## config.mk

```make
export PLATFORM = sky130hd
export DESIGN_NAME = alu_arbiter_flat
export DESIGN_NICKNAME = d
export VERILOG_FILES = /design/src/rtl/alu_arbiter_pkg.sv /design/src/rtl/alu_arbiter_if.sv /design/src/rtl/alu_arbiter_alu.sv /design/src/rtl/alu_arbiter.sv /design/src/flat_wrapper.sv
export SDC_FILE = /design/constraint.sdc
export NUM_CORES = 2
export LEC_CHECK = 0
export CORE_MARGIN = 1
export CORE_UTILIZATION = 36
export CTS_CLUSTER_DIAMETER = 120
export DETAILED_ROUTE_END_ITERATION = 10
export SYNTH_ARGS = -nofsm -noshare
export SYNTH_HDL_FRONTEND = slang
export SYNTH_HIERARCHICAL = 1
export SYNTH_SLANG_ARGS = --single-unit
```

## constraint.sdc

```tcl
create_clock -name CLK -period 5.6 [get_ports CLK]
set_input_delay 1.12 -clock CLK [delete_from_list [all_inputs] [get_ports CLK]]
set_output_delay 1.12 -clock CLK [all_outputs]
set_load 0.01 [all_outputs]
```

## src/rtl/alu_arbiter_pkg.sv

```systemverilog
// Shared types for the ALU arbiter: FSM states and the ALU opcode encoding.
package alu_arb_pkg;

  typedef enum logic [1:0] {
    IDLE = 2'd0,
    EXEC = 2'd1,
    RESP = 2'd2
  } state_t;

  typedef logic [2:0] alu_op_t;

  // Opcode encoding understood by method_ALU
  localparam alu_op_t OP_ADD   = 3'd0;  // {cout,Q} = A + B + cin
  localparam alu_op_t OP_SUB   = 3'd1;  // {cout,Q} = A - B - cin, cout = borrow
  localparam alu_op_t OP_AND   = 3'd2;
  localparam alu_op_t OP_OR    = 3'd3;
  localparam alu_op_t OP_XOR   = 3'd4;
  localparam alu_op_t OP_NOT   = 3'd5;  // Q = ~A
  localparam alu_op_t OP_SHL   = 3'd6;  // {cout,Q} = {A,cin}
  localparam alu_op_t OP_PASSB = 3'd7;  // Q = B

  localparam int unsigned N_DEF     = 128;
  localparam int unsigned CNT_W_DEF = 16;

endpackage

```

## src/rtl/alu_arbiter_if.sv

```systemverilog
// Request/response bus between two requesters and the shared ALU arbiter.
//  slave  : arbiter side (takes requests, drives results/status)
//  master : requester/environment side
interface alu_arbiter_if
  import alu_arb_pkg::*;
#(
  parameter int unsigned N     = N_DEF,
  parameter int unsigned CNT_W = CNT_W_DEF
);
  logic [1:0]       req_valid;
  logic [1:0]       req_ready;
  logic [N-1:0]     req0_A;
  logic [N-1:0]     req0_B;
  alu_op_t          req0_select;
  logic             req0_cin;
  logic [N-1:0]     req1_A;
  logic [N-1:0]     req1_B;
  alu_op_t          req1_select;
  logic             req1_cin;
  logic [1:0]       resp_valid;
  logic [1:0]       resp_ready;
  logic [N-1:0]     resp_Q;
  logic             resp_cout;
  logic             busy;
  logic [CNT_W-1:0] op_count;

  modport slave (
    input  req_valid, req0_A, req0_B, req0_select, req0_cin,
           req1_A, req1_B, req1_select, req1_cin, resp_ready,
    output req_ready, resp_valid, resp_Q, resp_cout, busy, op_count
  );

  modport master (
    output req_valid, req0_A, req0_B, req0_select, req0_cin,
           req1_A, req1_B, req1_select, req1_cin, resp_ready,
    input  req_ready, resp_valid, resp_Q, resp_cout, busy, op_count
  );
endinterface

```

## src/rtl/alu_arbiter_alu.sv

```systemverilog
// method_ALU: combinational N-bit ALU with carry/borrow out.
//  A, B : operands        select : opcode (alu_op_t)     cin : carry/borrow in
//  Q    : N-bit result    cout   : carry out (borrow for SUB, shifted-out MSB for SHL)
module method_ALU
  import alu_arb_pkg::*;
#(
  parameter int unsigned N = N_DEF
) (
  input  logic [N-1:0] A,
  input  logic [N-1:0] B,
  input  alu_op_t      select,
  input  logic         cin,
  output logic [N-1:0] Q,
  output logic         cout
);
  localparam int unsigned W = N + 1;

  logic [N:0] wide;

  // One extra bit carries cout for the arithmetic/shift ops
  always_comb begin
    wide = '0;
    case (select)
      OP_ADD:   wide = W'(A) + W'(B) + W'(cin);
      OP_SUB:   wide = W'(A) - W'(B) - W'(cin);
      OP_AND:   wide = {1'b0, A & B};
      OP_OR:    wide = {1'b0, A | B};
      OP_XOR:   wide = {1'b0, A ^ B};
      OP_NOT:   wide = {1'b0, ~A};
      OP_SHL:   wide = {A, cin};
      OP_PASSB: wide = {1'b0, B};
      default:  wide = '0;
    endcase
  end

  assign Q    = wide[N-1:0];
  assign cout = wide[N];
endmodule

```

## src/rtl/alu_arbiter.sv

```systemverilog
// alu_arbiter: round-robin share of one method_ALU between two requesters.
//  CLK, RST_N : clock (posedge) and async active-low reset
//  bus        : alu_arbiter_if.slave -- requests in, one-hot req_ready accept,
//               one-hot resp_valid with resp_Q/resp_cout held until the owner
//               raises its resp_ready, busy, completed-op counter op_count.
// Sequence per op: IDLE (accept) -> EXEC (ALU on latched operands) -> RESP.
module alu_arbiter
  import alu_arb_pkg::*;
#(
  parameter int unsigned N     = N_DEF,
  parameter int unsigned CNT_W = CNT_W_DEF
) (
  input  logic         CLK,
  input  logic         RST_N,
  alu_arbiter_if.slave bus
);
  state_t           state_q, state_d;
  logic             rr_ptr_q;
  logic             owner_q;
  logic [N-1:0]     a_q, b_q;
  alu_op_t          sel_q;
  logic             cin_q;
  logic [N-1:0]     q_q;
  logic             cout_q;
  logic [CNT_W-1:0] op_count_q;

  logic             grant;
  logic             accept;
  logic             done;
  logic [1:0]       req_ready_c;
  logic [1:0]       resp_valid_c;
  logic [N-1:0]     alu_q;
  logic             alu_cout;

  // ALU only ever sees the latched copy, so requesters may change operands after accept
  method_ALU #(.N(N)) u_alu (
    .A      (a_q),
    .B      (b_q),
    .select (sel_q),
    .cin    (cin_q),
    .Q      (alu_q),
    .cout   (alu_cout)
  );

  // Next-state, grant and handshake decode
  always_comb begin
    state_d      = state_q;
    grant        = rr_ptr_q;
    accept       = 1'b0;
    done         = 1'b0;
    req_ready_c  = 2'b00;
    resp_valid_c = 2'b00;
    case (state_q)
      IDLE: begin
        // Ready is masked while reset is held so no accept is advertised then
        if (RST_N && (bus.req_valid != 2'b00)) begin
          grant              = bus.req_valid[rr_ptr_q] ? rr_ptr_q : ~rr_ptr_q;
          req_ready_c[grant] = 1'b1;
          accept             = 1'b1;
          state_d            = EXEC;
        end
      end
      EXEC: state_d = RESP;
      RESP: begin
        resp_valid_c[owner_q] = 1'b1;
        // Only the owner's ready can complete the op
        if (bus.resp_ready[owner_q]) begin
          done    = 1'b1;
          state_d = IDLE;
        end
      end
      default: state_d = IDLE;
    endcase
  end

  // All architectural state
  always_ff @(posedge CLK or negedge RST_N) begin
    if (!RST_N) begin
      state_q    <= IDLE;
      rr_ptr_q   <= 1'b0;
      owner_q    <= 1'b0;
      a_q        <= '0;
      b_q        <= '0;
      sel_q      <= '0;
      cin_q      <= 1'b0;
      q_q        <= '0;
      cout_q     <= 1'b0;
      op_count_q <= '0;
    end else begin
      state_q <= state_d;
      if (accept) begin
        owner_q  <= grant;
        rr_ptr_q <= ~grant;
        a_q      <= grant ? bus.req1_A      : bus.req0_A;
        b_q      <= grant ? bus.req1_B      : bus.req0_B;
        sel_q    <= grant ? bus.req1_select : bus.req0_select;
        cin_q    <= grant ? bus.req1_cin    : bus.req0_cin;
      end
      if (state_q == EXEC) begin
        q_q    <= alu_q;
        cout_q <= alu_cout;
      end
      // Counter wraps naturally
      if (done) op_count_q <= op_count_q + CNT_W'(1);
    end
  end

  assign bus.req_ready  = req_ready_c;
  assign bus.resp_valid = resp_valid_c;
  assign bus.resp_Q     = q_q;
  assign bus.resp_cout  = cout_q;
  assign bus.busy       = (state_q != IDLE);
  assign bus.op_count   = op_count_q;
endmodule

```

## src/flat_wrapper.sv

```systemverilog
// flat-port wrapper written by rule: the top's interface ports become plain ports
module alu_arbiter_flat import alu_arb_pkg::*;
#(
  parameter int unsigned N     = N_DEF,
  parameter int unsigned CNT_W = CNT_W_DEF
)
  (CLK, RST_N, bus_req_valid, bus_req0_A, bus_req0_B, bus_req0_select, bus_req0_cin, bus_req1_A, bus_req1_B, bus_req1_select, bus_req1_cin, bus_resp_ready, bus_req_ready, bus_resp_valid, bus_resp_Q, bus_resp_cout, bus_busy, bus_op_count);
  alu_arbiter_if #(.N(N), .CNT_W(CNT_W)) bus_i ();
  input  logic CLK;
  input  logic RST_N;
  input wire logic [$bits(bus_i.req_valid)-1:0] bus_req_valid;
  input wire logic [$bits(bus_i.req0_A)-1:0] bus_req0_A;
  input wire logic [$bits(bus_i.req0_B)-1:0] bus_req0_B;
  input wire logic [$bits(bus_i.req0_select)-1:0] bus_req0_select;
  input wire logic [$bits(bus_i.req0_cin)-1:0] bus_req0_cin;
  input wire logic [$bits(bus_i.req1_A)-1:0] bus_req1_A;
  input wire logic [$bits(bus_i.req1_B)-1:0] bus_req1_B;
  input wire logic [$bits(bus_i.req1_select)-1:0] bus_req1_select;
  input wire logic [$bits(bus_i.req1_cin)-1:0] bus_req1_cin;
  input wire logic [$bits(bus_i.resp_ready)-1:0] bus_resp_ready;
  output wire logic [$bits(bus_i.req_ready)-1:0] bus_req_ready;
  output wire logic [$bits(bus_i.resp_valid)-1:0] bus_resp_valid;
  output wire logic [$bits(bus_i.resp_Q)-1:0] bus_resp_Q;
  output wire logic [$bits(bus_i.resp_cout)-1:0] bus_resp_cout;
  output wire logic [$bits(bus_i.busy)-1:0] bus_busy;
  output wire logic [$bits(bus_i.op_count)-1:0] bus_op_count;
  assign bus_i.req_valid = bus_req_valid;
  assign bus_i.req0_A = bus_req0_A;
  assign bus_i.req0_B = bus_req0_B;
  assign bus_i.req0_select = bus_req0_select;
  assign bus_i.req0_cin = bus_req0_cin;
  assign bus_i.req1_A = bus_req1_A;
  assign bus_i.req1_B = bus_req1_B;
  assign bus_i.req1_select = bus_req1_select;
  assign bus_i.req1_cin = bus_req1_cin;
  assign bus_i.resp_ready = bus_resp_ready;
  assign bus_req_ready = bus_i.req_ready;
  assign bus_resp_valid = bus_i.resp_valid;
  assign bus_resp_Q = bus_i.resp_Q;
  assign bus_resp_cout = bus_i.resp_cout;
  assign bus_busy = bus_i.busy;
  assign bus_op_count = bus_i.op_count;
  alu_arbiter #(.N(N), .CNT_W(CNT_W)) u_core (.CLK(CLK), .RST_N(RST_N), .bus(bus_i));
endmodule
```

==> metrics.md <==
| Metric | Value |
|---|---|
| Status | `finished, violations left` |
| Failing checks | `DRC` |
| Crit-path max FO | `9` |
| Skew-Pair Late Insertion Delay | `0.68 ns` |
| Hold_buf cts | `0` |
| Met2 usage | `44.0%` |
| Final wirelength | `192 mm` |
| Commonest non-fill, non-tap cell in the layout | `nand2_1` |
| Overflow after GRT | `0` |
| Most frequent cells in the layout | `699 x nand2_1, 674 x clkdlybuf4s50_1, 602 x o21ai_0, 538 x a21oi_1, 511 x ha_1` |
| CTS tree | `yes` |
| Seq cells post-synth | `409` |
| Detailed-route DRC error count | `2` |
| Core ar. | `125,000 µm²` |
| Avg Synthesized Cell Area | `7.82 µm²` |
| Vias in the first global route | `43,500` |
| Post-synth top flop | `dfrtp_1` |
| Final core occ | `44.2%` |
| Crit path to | `u_core/bus.resp_Q[123]` |
| Die width | `357 µm` |
| Crit path arrival time | `5.81 ns` |
| RSZ-0062 raised after global routing | `false` |
| Layout cell share with drive strength beyond 1 | `7.03%` |
| Largest net degree at the start of global routing | `221` |
| Hold WS | `0.335 ns` |
| Final net count | `7,302` |
| Number of flops mapped to enable cells by yosys | `0` |
| CTS Buf Count | `54` |
| Antenna Violating Nets Remaining | `0` |
| CTS Buffer Depth | `3` |
| GR Util met1 | `41.2%` |
| GP Congestion | `1.03` |
| Synth cell types | `102` |
| Layout area overhead | `21.9%` |
| Die footprint | `128,000 µm²` |
| Initial Util | `36.3%` |
| Slew Limit Fails | `0` |
| Final period utilization | `94.0%` |
| Critical path data required time | `6.15 ns` |
| H-tree lvl count | `2` |
| Clk slew on worst S/H paths | `0.06 ns` |
| Dpl cells | `7,855` |
| Row count | `130` |
| Async S/R FF share, synth | `100%` |
| DR pass1 iterations | `11` |
| Worst Setup Start Kind | `flip-flop` |
| Met3 Use GR | `5.98%` |
| Max Clk Rate | `0.190 GHz` |
| Crit Reg-Reg Endpoint | `u_core/bus.resp_Q[123]` |
| Detail Placement HPWL | `150 mm` |
| Via count | `46,000` |
| Clock Skew | `0.0282 ns` |
| Post-Syn Area | `45,500 µm²` |
| FF-to-FF path depth | `16` |
| Hold Path Class | `primary input to asynchronous set/reset pin` |
| Yosys warnings | `6` |
| Crit end category | `flip-flop` |
| First-pass GRT wire length | `281 mm` |
| DR iter-0 viols | `4,389` |
| Final setup viols | `0` |
| Global route hottest layer | `met2` |
| CTS root buffer | `clkbuf_16` |
| Least-Margin Pin Slew | `1.10 ns` |
| Max-cap violation count | `0` |
| Die Y | `357 µm` |
| I/O Pins | `676` |
| Sequential element share of the synthesized area | `22.5%` |
| Mapped Nets | `6,855` |
| Initial antenna violation count | `12` |
| Detailed-route vias per instance | `5.78` |
| Critical path class | `flip-flop to flip-flop` |
| Fin Setup TNS | `0 ns` |
| IO buf count | `675` |
| R2r startpoint | `u_core/a_q[70]` |
| Crit path launch | `u_core/a_q[70]` |
| Clk sinks | `409` |
| Syn Inst Count | `5,814` |
| Drt wl/cell | `24.1 µm` |
| Post-route insts no fill | `7,958` |
| Final min period | `5.26 ns` |
| Global Route Usage Sum | `28.9%` |
| Relative slew slack | `26.5%` |
| Final Hold Violating Endpoints | `0` |
| Flop-to-flop setup slack | `0.34 ns` |
-- worst min path at each step --
stage,start,slack (ns),endpoint
after floorplan,u_core/sel_q[1],0.45,u_core/sel_q[1]
after global placement,u_core/bus.op_count[15],0.47,u_core/bus.op_count[15]
after detailed placement,u_core/bus.op_count[15],0.49,u_core/bus.op_count[15]
after CTS,RST_N,0.30,u_core/a_q[94]
after global routing,RST_N,0.34,u_core/a_q[89]
final,RST_N,0.33,u_core/b_q[94]
-- cells in the mapped netlist (19+ instances only) --
master	n	area share (%)
a211oi_1	35	0.58
a21o_1	123	2.0
a21oi_1	540	5.9
a221oi_1	119	2.3
a22oi_1	26	0.43
a31oi_1	26	0.36
and3_1	23	0.32
buf_1	22	0.18
buf_2	72	0.79
buf_6	22	0.54
clkbuf_1	257	2.1
dfrtp_1	409	22
ha_1	511	14
inv_1	498	4.1
mux2_2	133	3.3
mux2i_1	301	6.6
nand2_1	702	5.8
nand2b_1	27	0.37
nand3_1	52	0.57
nand4_1	133	1.8
nor2_1	286	2.4
nor3_1	57	0.63
nor4_1	19	0.26
o211ai_1	77	1.3
o21a_1	22	0.36
o21ai_0	602	6.6
o21ai_1	42	0.46
o21bai_1	73	1.2
o221ai_1	32	0.62
o22ai_1	42	0.58
xnor2_1	168	3.2
xor2_1	88	1.7
-- logic make-up (layout without fill, tap and decap cells) --
kind of cell	after synthesis	after routing	share of synthesized area (%)
AO/OA/AOI/OAI	1907	1907	26.1
XOR/XNOR	256	256	4.93
adder cells (fa/ha/maj)	515	515	14.2
buffers and inverters	892	1383	8.08
flip-flops	409	409	22.5
multiplexers	448	448	10.6
other	0	3	0
AND/OR/NAND/NOR	1387	1387	13.6
-- routing by layer --
layer,routed length [µm],up-vias
li1,-,21500
met1,86500,22100
met2,82600,2092
met3,17400,255
met4,5120,10
met5,89,-
-- final cells by class --
class | count | area [µm²]
clock inverter | 39 | 442
timing repair buffer | 784 | 7720
fill | 12600 | 70000
inverter | 499 | 1870
sequential | 409 | 10200
multi-input combinational | 4513 | 31700
tap | 1650 | 2060
clock buffer | 61 | 1420
antenna | 3 | 7.51
-- through the flow --
stage               setup slack [ns]  area [µm²]
floorplan                       1.18       45500
global placement               0.402       53600
detailed placement             0.269       53600
finish                         0.338       55500
global route                  0.0319       55400
CTS                            0.244       55400
-- timing repair --
item,CTS,global route
buffers inserted,0,0
endpoints found under the setup margin,0,3
gates resized for setup,0,3
-- sequential cells by signal, indices dropped and copies added (netlist names), 2 cells and up --
name,flops
u_core/a_q,128
u_core/state_q,2
u_core/sel_q,3
u_core/bus.op_count,16
u_core/b_q,128
u_core/bus.resp_Q,128
-- worst max-delay path, cell delays in order (launching register included) --
cell and delay (ns):
dfrtp_1 0.42, inv_1 0.09, ha_1 0.45, ha_1 0.53, nand4_1 0.25, or4_4 0.62
nor2_1 0.17, and4_1 0.29, o211a_1 0.23, a221oi_1 0.13, a41o_1 0.39, o41ai_2 0.56
a31o_1 0.27, xor2_1 0.10, a221oi_1 0.25, nand3_1 0.10, mux2_2 0.26
Power is left out: the tool's default activity adds up to more than one toggle a clock period on the data nets, which glitch-free logic cannot reach.
